$ cat src/rtl/ifetch_unit.sv
// Instruction fetch: PC, next-PC prediction and instruction queue.
// Optional dynamic branch predictor enabled by `define IFETCH_BHT_EN.
module ifetch_unit #(
  parameter int          IQ_DEPTH = 8,
  parameter logic [31:0] RESET_PC = 32'h0,
  parameter int          BHT_BITS = 6
) (
  input  logic        clk,
  input  logic        rst_in,
  input  logic        rdy_in,
  input  logic        flush,
  input  logic [31:0] flush_pc,
  output logic        if2ctrl_en,
  output logic [31:0] next_PC,
  input  logic        inst_rdy,
  input  logic [31:0] inst_out,
  input  logic        iq_pop,
  output logic        iq_empty,
  output logic [31:0] iq_inst,
  output logic [31:0] iq_pc,
  output logic        iq_is_c,
  output logic        iq_pred_taken,
  input  logic        bht_upd_en,
  input  logic [31:0] bht_upd_pc,
  input  logic        bht_upd_taken
);
  localparam int AW = $clog2(IQ_DEPTH);
  localparam logic [AW:0] DEPTH_C = (AW+1)'(IQ_DEPTH);

  typedef enum logic {IDLE, WAIT} state_e;

  state_e state_q, state_d;
  logic [31:0] pc_q, pc_d;
  logic [31:0] npc_q, npc_d;
  logic en_q, en_d;
  logic [AW-1:0] head_q, head_d;
  logic [AW-1:0] tail_q, tail_d;
  logic [AW:0] cnt_q, cnt_d;
  logic push, pop;

  logic [31:0] inst_q [IQ_DEPTH];
  logic [31:0] ipc_q  [IQ_DEPTH];
  logic        isc_q  [IQ_DEPTH];
  logic        prd_q  [IQ_DEPTH];

  logic [6:0]  opc;
  logic [31:0] jimm, bimm, pred_pc;
  logic        is_c, pred_tk, br_tk;

  assign opc  = inst_out[6:0];
  assign is_c = inst_out[1:0] != 2'b11;
  assign jimm = {{11{inst_out[31]}}, inst_out[31], inst_out[19:12],
                 inst_out[20], inst_out[30:21], 1'b0};
  assign bimm = {{19{inst_out[31]}}, inst_out[31], inst_out[7],
                 inst_out[30:25], inst_out[11:8], 1'b0};

`ifdef IFETCH_BHT_EN
  logic [1:0] bht_q [2**BHT_BITS];
  logic [BHT_BITS-1:0] upd_idx;
  logic bht_unused;

  assign upd_idx    = bht_upd_pc[BHT_BITS:1];
  assign br_tk      = bht_q[pc_q[BHT_BITS:1]][1];
  assign bht_unused = ^{bht_upd_pc[31:BHT_BITS+1], bht_upd_pc[0]};

  always_ff @(posedge clk or posedge rst_in) begin
    if (rst_in) begin
      for (int i = 0; i < 2**BHT_BITS; i++) bht_q[i] <= 2'b01;
    end else if (rdy_in && bht_upd_en) begin
      if (bht_upd_taken && bht_q[upd_idx] != 2'b11)
        bht_q[upd_idx] <= bht_q[upd_idx] + 2'd1;
      else if (!bht_upd_taken && bht_q[upd_idx] != 2'b00)
        bht_q[upd_idx] <= bht_q[upd_idx] - 2'd1;
    end
  end
`else
  logic bht_unused;
  // Static rule: backward branches (negative offset) are taken.
  assign br_tk      = inst_out[31];
  assign bht_unused = ^{bht_upd_en, bht_upd_pc, bht_upd_taken};
`endif

  always_comb begin
    pred_pc = pc_q + 32'd4;
    pred_tk = 1'b0;
    unique case (1'b1)
      is_c: pred_pc = pc_q + 32'd2;
      (opc == 7'b1101111): begin
        pred_pc = pc_q + jimm;
        pred_tk = 1'b1;
      end
      (opc == 7'b1100011 && br_tk): begin
        pred_pc = pc_q + bimm;
        pred_tk = 1'b1;
      end
      default: ;
    endcase
  end

  always_comb begin
    state_d = state_q;
    pc_d    = pc_q;
    npc_d   = npc_q;
    en_d    = en_q;
    head_d  = head_q;
    tail_d  = tail_q;
    cnt_d   = cnt_q;
    push    = 1'b0;
    pop     = 1'b0;
    if (rdy_in) begin
      if (flush) begin
        pc_d    = flush_pc;
        state_d = IDLE;
        en_d    = 1'b0;
        head_d  = '0;
        tail_d  = '0;
        cnt_d   = '0;
      end else begin
        pop = iq_pop && (cnt_q != '0);
        unique case (state_q)
          IDLE: if (cnt_q < DEPTH_C) begin
            en_d    = 1'b1;
            npc_d   = pc_q;
            state_d = WAIT;
          end
          WAIT: if (inst_rdy) begin
            push    = 1'b1;
            pc_d    = pred_pc;
            en_d    = 1'b0;
            state_d = IDLE;
          end
        endcase
        if (push) tail_d = tail_q + AW'(1);
        if (pop)  head_d = head_q + AW'(1);
        case ({push, pop})
          2'b10:   cnt_d = cnt_q + (AW+1)'(1);
          2'b01:   cnt_d = cnt_q - (AW+1)'(1);
          default: ;
        endcase
      end
    end
  end

  always_ff @(posedge clk or posedge rst_in) begin
    if (rst_in) begin
      state_q <= IDLE;
      pc_q    <= RESET_PC;
      npc_q   <= '0;
      en_q    <= 1'b0;
      head_q  <= '0;
      tail_q  <= '0;
      cnt_q   <= '0;
      for (int i = 0; i < IQ_DEPTH; i++) begin
        inst_q[i] <= '0;
        ipc_q[i]  <= '0;
        isc_q[i]  <= 1'b0;
        prd_q[i]  <= 1'b0;
      end
    end else begin
      state_q <= state_d;
      pc_q    <= pc_d;
      npc_q   <= npc_d;
      en_q    <= en_d;
      head_q  <= head_d;
      tail_q  <= tail_d;
      cnt_q   <= cnt_d;
      if (push) begin
        inst_q[tail_q] <= inst_out;
        ipc_q[tail_q]  <= npc_q;
        isc_q[tail_q]  <= is_c;
        prd_q[tail_q]  <= pred_tk;
      end
    end
  end

  assign if2ctrl_en    = en_q;
  assign next_PC       = npc_q;
  assign iq_empty      = cnt_q == '0;
  assign iq_inst       = inst_q[head_q];
  assign iq_pc         = ipc_q[head_q];
  assign iq_is_c       = isc_q[head_q];
  assign iq_pred_taken = prd_q[head_q];
endmodule

$ cat config.mk
export PLATFORM = sky130hd
export DESIGN_NAME = ifetch_unit
export DESIGN_NICKNAME = d
export VERILOG_FILES = /design/src/rtl/ifetch_unit.sv
export SDC_FILE = /design/constraint.sdc
export NUM_CORES = 1
export LEC_CHECK = 0
export ABC_AREA = 1
export BUFFER_PORTS_ARGS = -buffer_cell sky130_fd_sc_hd__buf_2
export CAP_MARGIN = 20
export CORE_MARGIN = 3
export CORE_UTILIZATION = 55
export DETAILED_ROUTE_END_ITERATION = 12
export PLACE_DENSITY = 0.8
export SLEW_MARGIN = 10
export SYNTH_ARGS = -nofsm -noshare
export SYNTH_HDL_FRONTEND = slang
export SYNTH_SLANG_ARGS = --single-unit
$ cat constraint.sdc
create_clock -name clk -period 23.3 [get_ports clk]
set_input_delay 6.99 -clock clk [delete_from_list [all_inputs] [get_ports clk]]
set_output_delay 6.99 -clock clk [all_outputs]
set_load 0.01 [all_outputs]
==> impl_metrics.py <==
metrics = {
    "timing": {
        "timing.hold.ws_ns": 0.4750,
        "setup_violations": 0,
        "drv_slew": 0,
        "period_minus_slack_ns": 11.42,
        "layout_setup_ws_ns": 11.88,
        "fmax_mhz": 87.60,
        "slew_headroom_pct": 24.79,
        "grt_setup_unrepaired": "no",
        "setup_tns_ns": 0,
        "fin_worst_skew_ns": 0.01286,
        "tightest_slew_ns": 1.128,
        "hold_viol_final": 0,
        "min_period_over_period_pct": 49.00,
    },
    "power": {
        "ir_worst_vdd_v": 0.00006898,
        "total_power_mw": 3.422,
        "powerDensity_mw_per_mm2": 102.6,
        "leakage_nw": 16.21,
    },
    "clocking": {
        "cts_tree": "built",
        "cts-root-buf": "clkbuf_16",
        "cts_made_buffers": 60,
        "cts_buffer_depth": 3,
        "ctsHoldBuffers": 0,
        "post_cts_buffers": 0,
        "cts_max_level": 2,
        "cts-resized-gates": 0,
        "cts.clk_slew.worst_paths_ns": 0.07,
        "clk_latency_ns": 0.62,
        "cts_sinks": 604,
    },
    "layout": {
        "utilization_pct": 61.62,
        "final_cell_mix": "nand2_1, o21ai_0, dfrtp_1, nor2_1, inv_1",
        "nNetsFinal": 4098,
        "fin_cells": 4702,
        "area_growth_pct": 10.19,
        "layout_commonest_cell": "nand2_1",
        "drive_gt1_share_pct": 9.216,
        "finalInstanceArea_mm2": 0.03336,
    },
    "job": {
        "maxCapViolations": 0,
    },
    "route": {
        "drt_iter0_drc": 2769,
        "wl_um": 85830,
        "dr.pass1.iters": 7,
        "wl_per_cell_um": 18.25,
        "vias": 27120,
        "drtAntennaViolNets": 0,
        "viasPerCell": 5.767,
        "drc": 0,
    },
    "worst_setup_path": {
        "crit_chain": "inv_6 -> buf_4 -> buf_16 -> buf_4 -> o21ai_0 -> o22ai_1 -> nor2_1 -> a31oi_1 -> buf_2",
        "path_max_fanout": 79,
        "r2r-start": "head_q[0]$_DFFE_PP0P_",
        "crit_family": "buffers and inverters",
        "max_stage_delay_ns": 0.70,
        "critPathSlowestCell": "dfrtp_4",
        "worstPathBufferInverterCount": 5,
        "critPathCaptureType": "output pin",
        "r2r_slack_ns": 20.25,
        "cp-start-kind": "flop",
        "timing.rr.end": "head_q[0]$_DFFE_PP0P_",
        "path_common_cell": "buf_4",
        "crit_arrival_ns": 4.43,
        "worstSetupPathType": "flop to output pin",
        "r2r_cells": 5,
        "critical_path_required_ns": 16.31,
    },
    "logic_synthesis": {
        "seq_area_frac_synth_pct": 49.92,
        "synth_edf_count": 0,
        "ys_warn_count": 0,
        "dominantRegCellSynth": "dfrtp_1",
        "synth-seq-cells": 604,
        "syn_avg_cell_area_um2": 7.698,
        "netlist-cell-type-count": 43,
        "syn_nets": 4074,
        "syn_area_mm2": 0.03028,
        "syn_inst": 3933,
        "async_flop_share_pct": 100.0,
    },
    "floorplanning": {
        "ios": 204,
        "rows": 85,
        "start_util_pct": 55.93,
        "die-area_mm2": 0.05790,
        "die_y_um": 240.6,
        "core_mm2": 0.05413,
        "fp.dieW_um": 240.6,
    },
    "hold_path": {
        "min_from": "inst_q[38]$_DFFE_PP0P_",
        "min_path_type": "flop to flop",
        "worst_hold_path.endpoint": "inst_q[38]$_DFFE_PP0P_",
        "min_path_cells": 2,
    },
    "place": {
        "io_buffers": 169,
        "dp_slack_ns": 12.16,
        "hpwlAfterDp_um": 52860,
        "gp_congestion": 0.9822,
        "dp_cells": 4588,
        "dpl-instance-area_mm2": 0.03126,
    },
    "grt": {
        "track_usage_pct": 29.55,
        "overflow": 0,
        "grt_pass1_wl_um": 135400,
        "antenna_found_initial": 5,
        "first_global_vias": 25110,
        "grt_start_max_net_pins": 170,
    },
    "run_status": {
        "status": "finished clean",
    },
}
-- synthesized netlist by cell type, types with 60 or more instances --
| cell type | instances | share of area (%) |
|---|---|---|
| nand2_1 | 1048 | 13 |
| o21ai_0 | 737 | 12 |
| dfrtp_1 | 604 | 50 |
| nor2_1 | 408 | 5.1 |
| inv_1 | 342 | 4.2 |
| clkbuf_1 | 165 | 2.0 |
| nand3_1 | 84 | 1.4 |
| a21oi_1 | 77 | 1.3 |
| a31oi_1 | 68 | 1.4 |
| o211ai_1 | 68 | 1.7 |
| o21ai_1 | 60 | 0.99 |
-- where the power goes --
group	switching, mW	internal, mW
Clock	0.410	0.573
Sequential	0.160	1.20
Combinational	0.727	0.348
-- state kept, by name (all words and copies together), names as in the netlist --
signal / count
next_PC: 32
state_q: 1
ipc_q: 256
isc_q: 8
if2ctrl_en: 1
cnt_q: 4
pc_q: 32
tail_q: 3
head_q: 3
prd_q: 8
inst_q: 256
-- tightest hold or removal path: cells and delay by family, from the launching register on --
kind	cells	cell delay, ns
compound gates	1	0.05
flops	1	0.34
simple gates	1	0.06
-- layer usage --
| metal | global-route usage [%] | wire length [µm] |
|---|---|---|
| met1 | 40.36 | 35300 |
| met4 | 13.24 | 3863 |
| met5 | 0 | 27 |
| met3 | 4.811 | 6907 |
| met2 | 46.95 | 39730 |
-- worst max-delay path by stage --
stage,startpoint,to,slack [ns],cells after the start
2_1_floorplan,rst_in,cnt_q[0]$_DFFE_PP0P_,8.07,1
3_3_place_gp,inst_out[6],pc_q[26]$_DFFE_PP0P_,12.25,19
3_5_place_dp,inst_out[6],pc_q[29]$_DFFE_PP0P_,12.16,18
4_1_cts,head_q[0]$_DFFE_PP0P_,iq_pc[0],11.76,8
5_1_grt,head_q[0]$_DFFE_PP0P_,iq_pc[0],11.76,9
6_report,head_q[0]$_DFFE_PP0P_,iq_pc[0],11.88,9
-- cells by family after synthesis --
logic type	count (synthesis)	synth area share, %
XOR/XNOR	15	0.4340
AO/OA/AOI/OAI	1100	19.73
buffers and inverters	592	7.840
AND/OR/NAND/NOR	1585	20.49
flip-flops	604	49.92
adder cells (fa/ha/maj)	37	1.579
-- layout make-up --
type / instances / area (µm²)
fillers: 4622 / 20770
repair buffers: 202 / 1171
clock buffers: 92 / 1833
inverters: 352 / 1338
clock inverters: 17 / 183.9
diodes: 2 / 5.005
multi-input cells: 2737 / 12840
flip-flops and latches: 604 / 15120
well taps: 696 / 870.8
(Power assumes the default switching activity.)
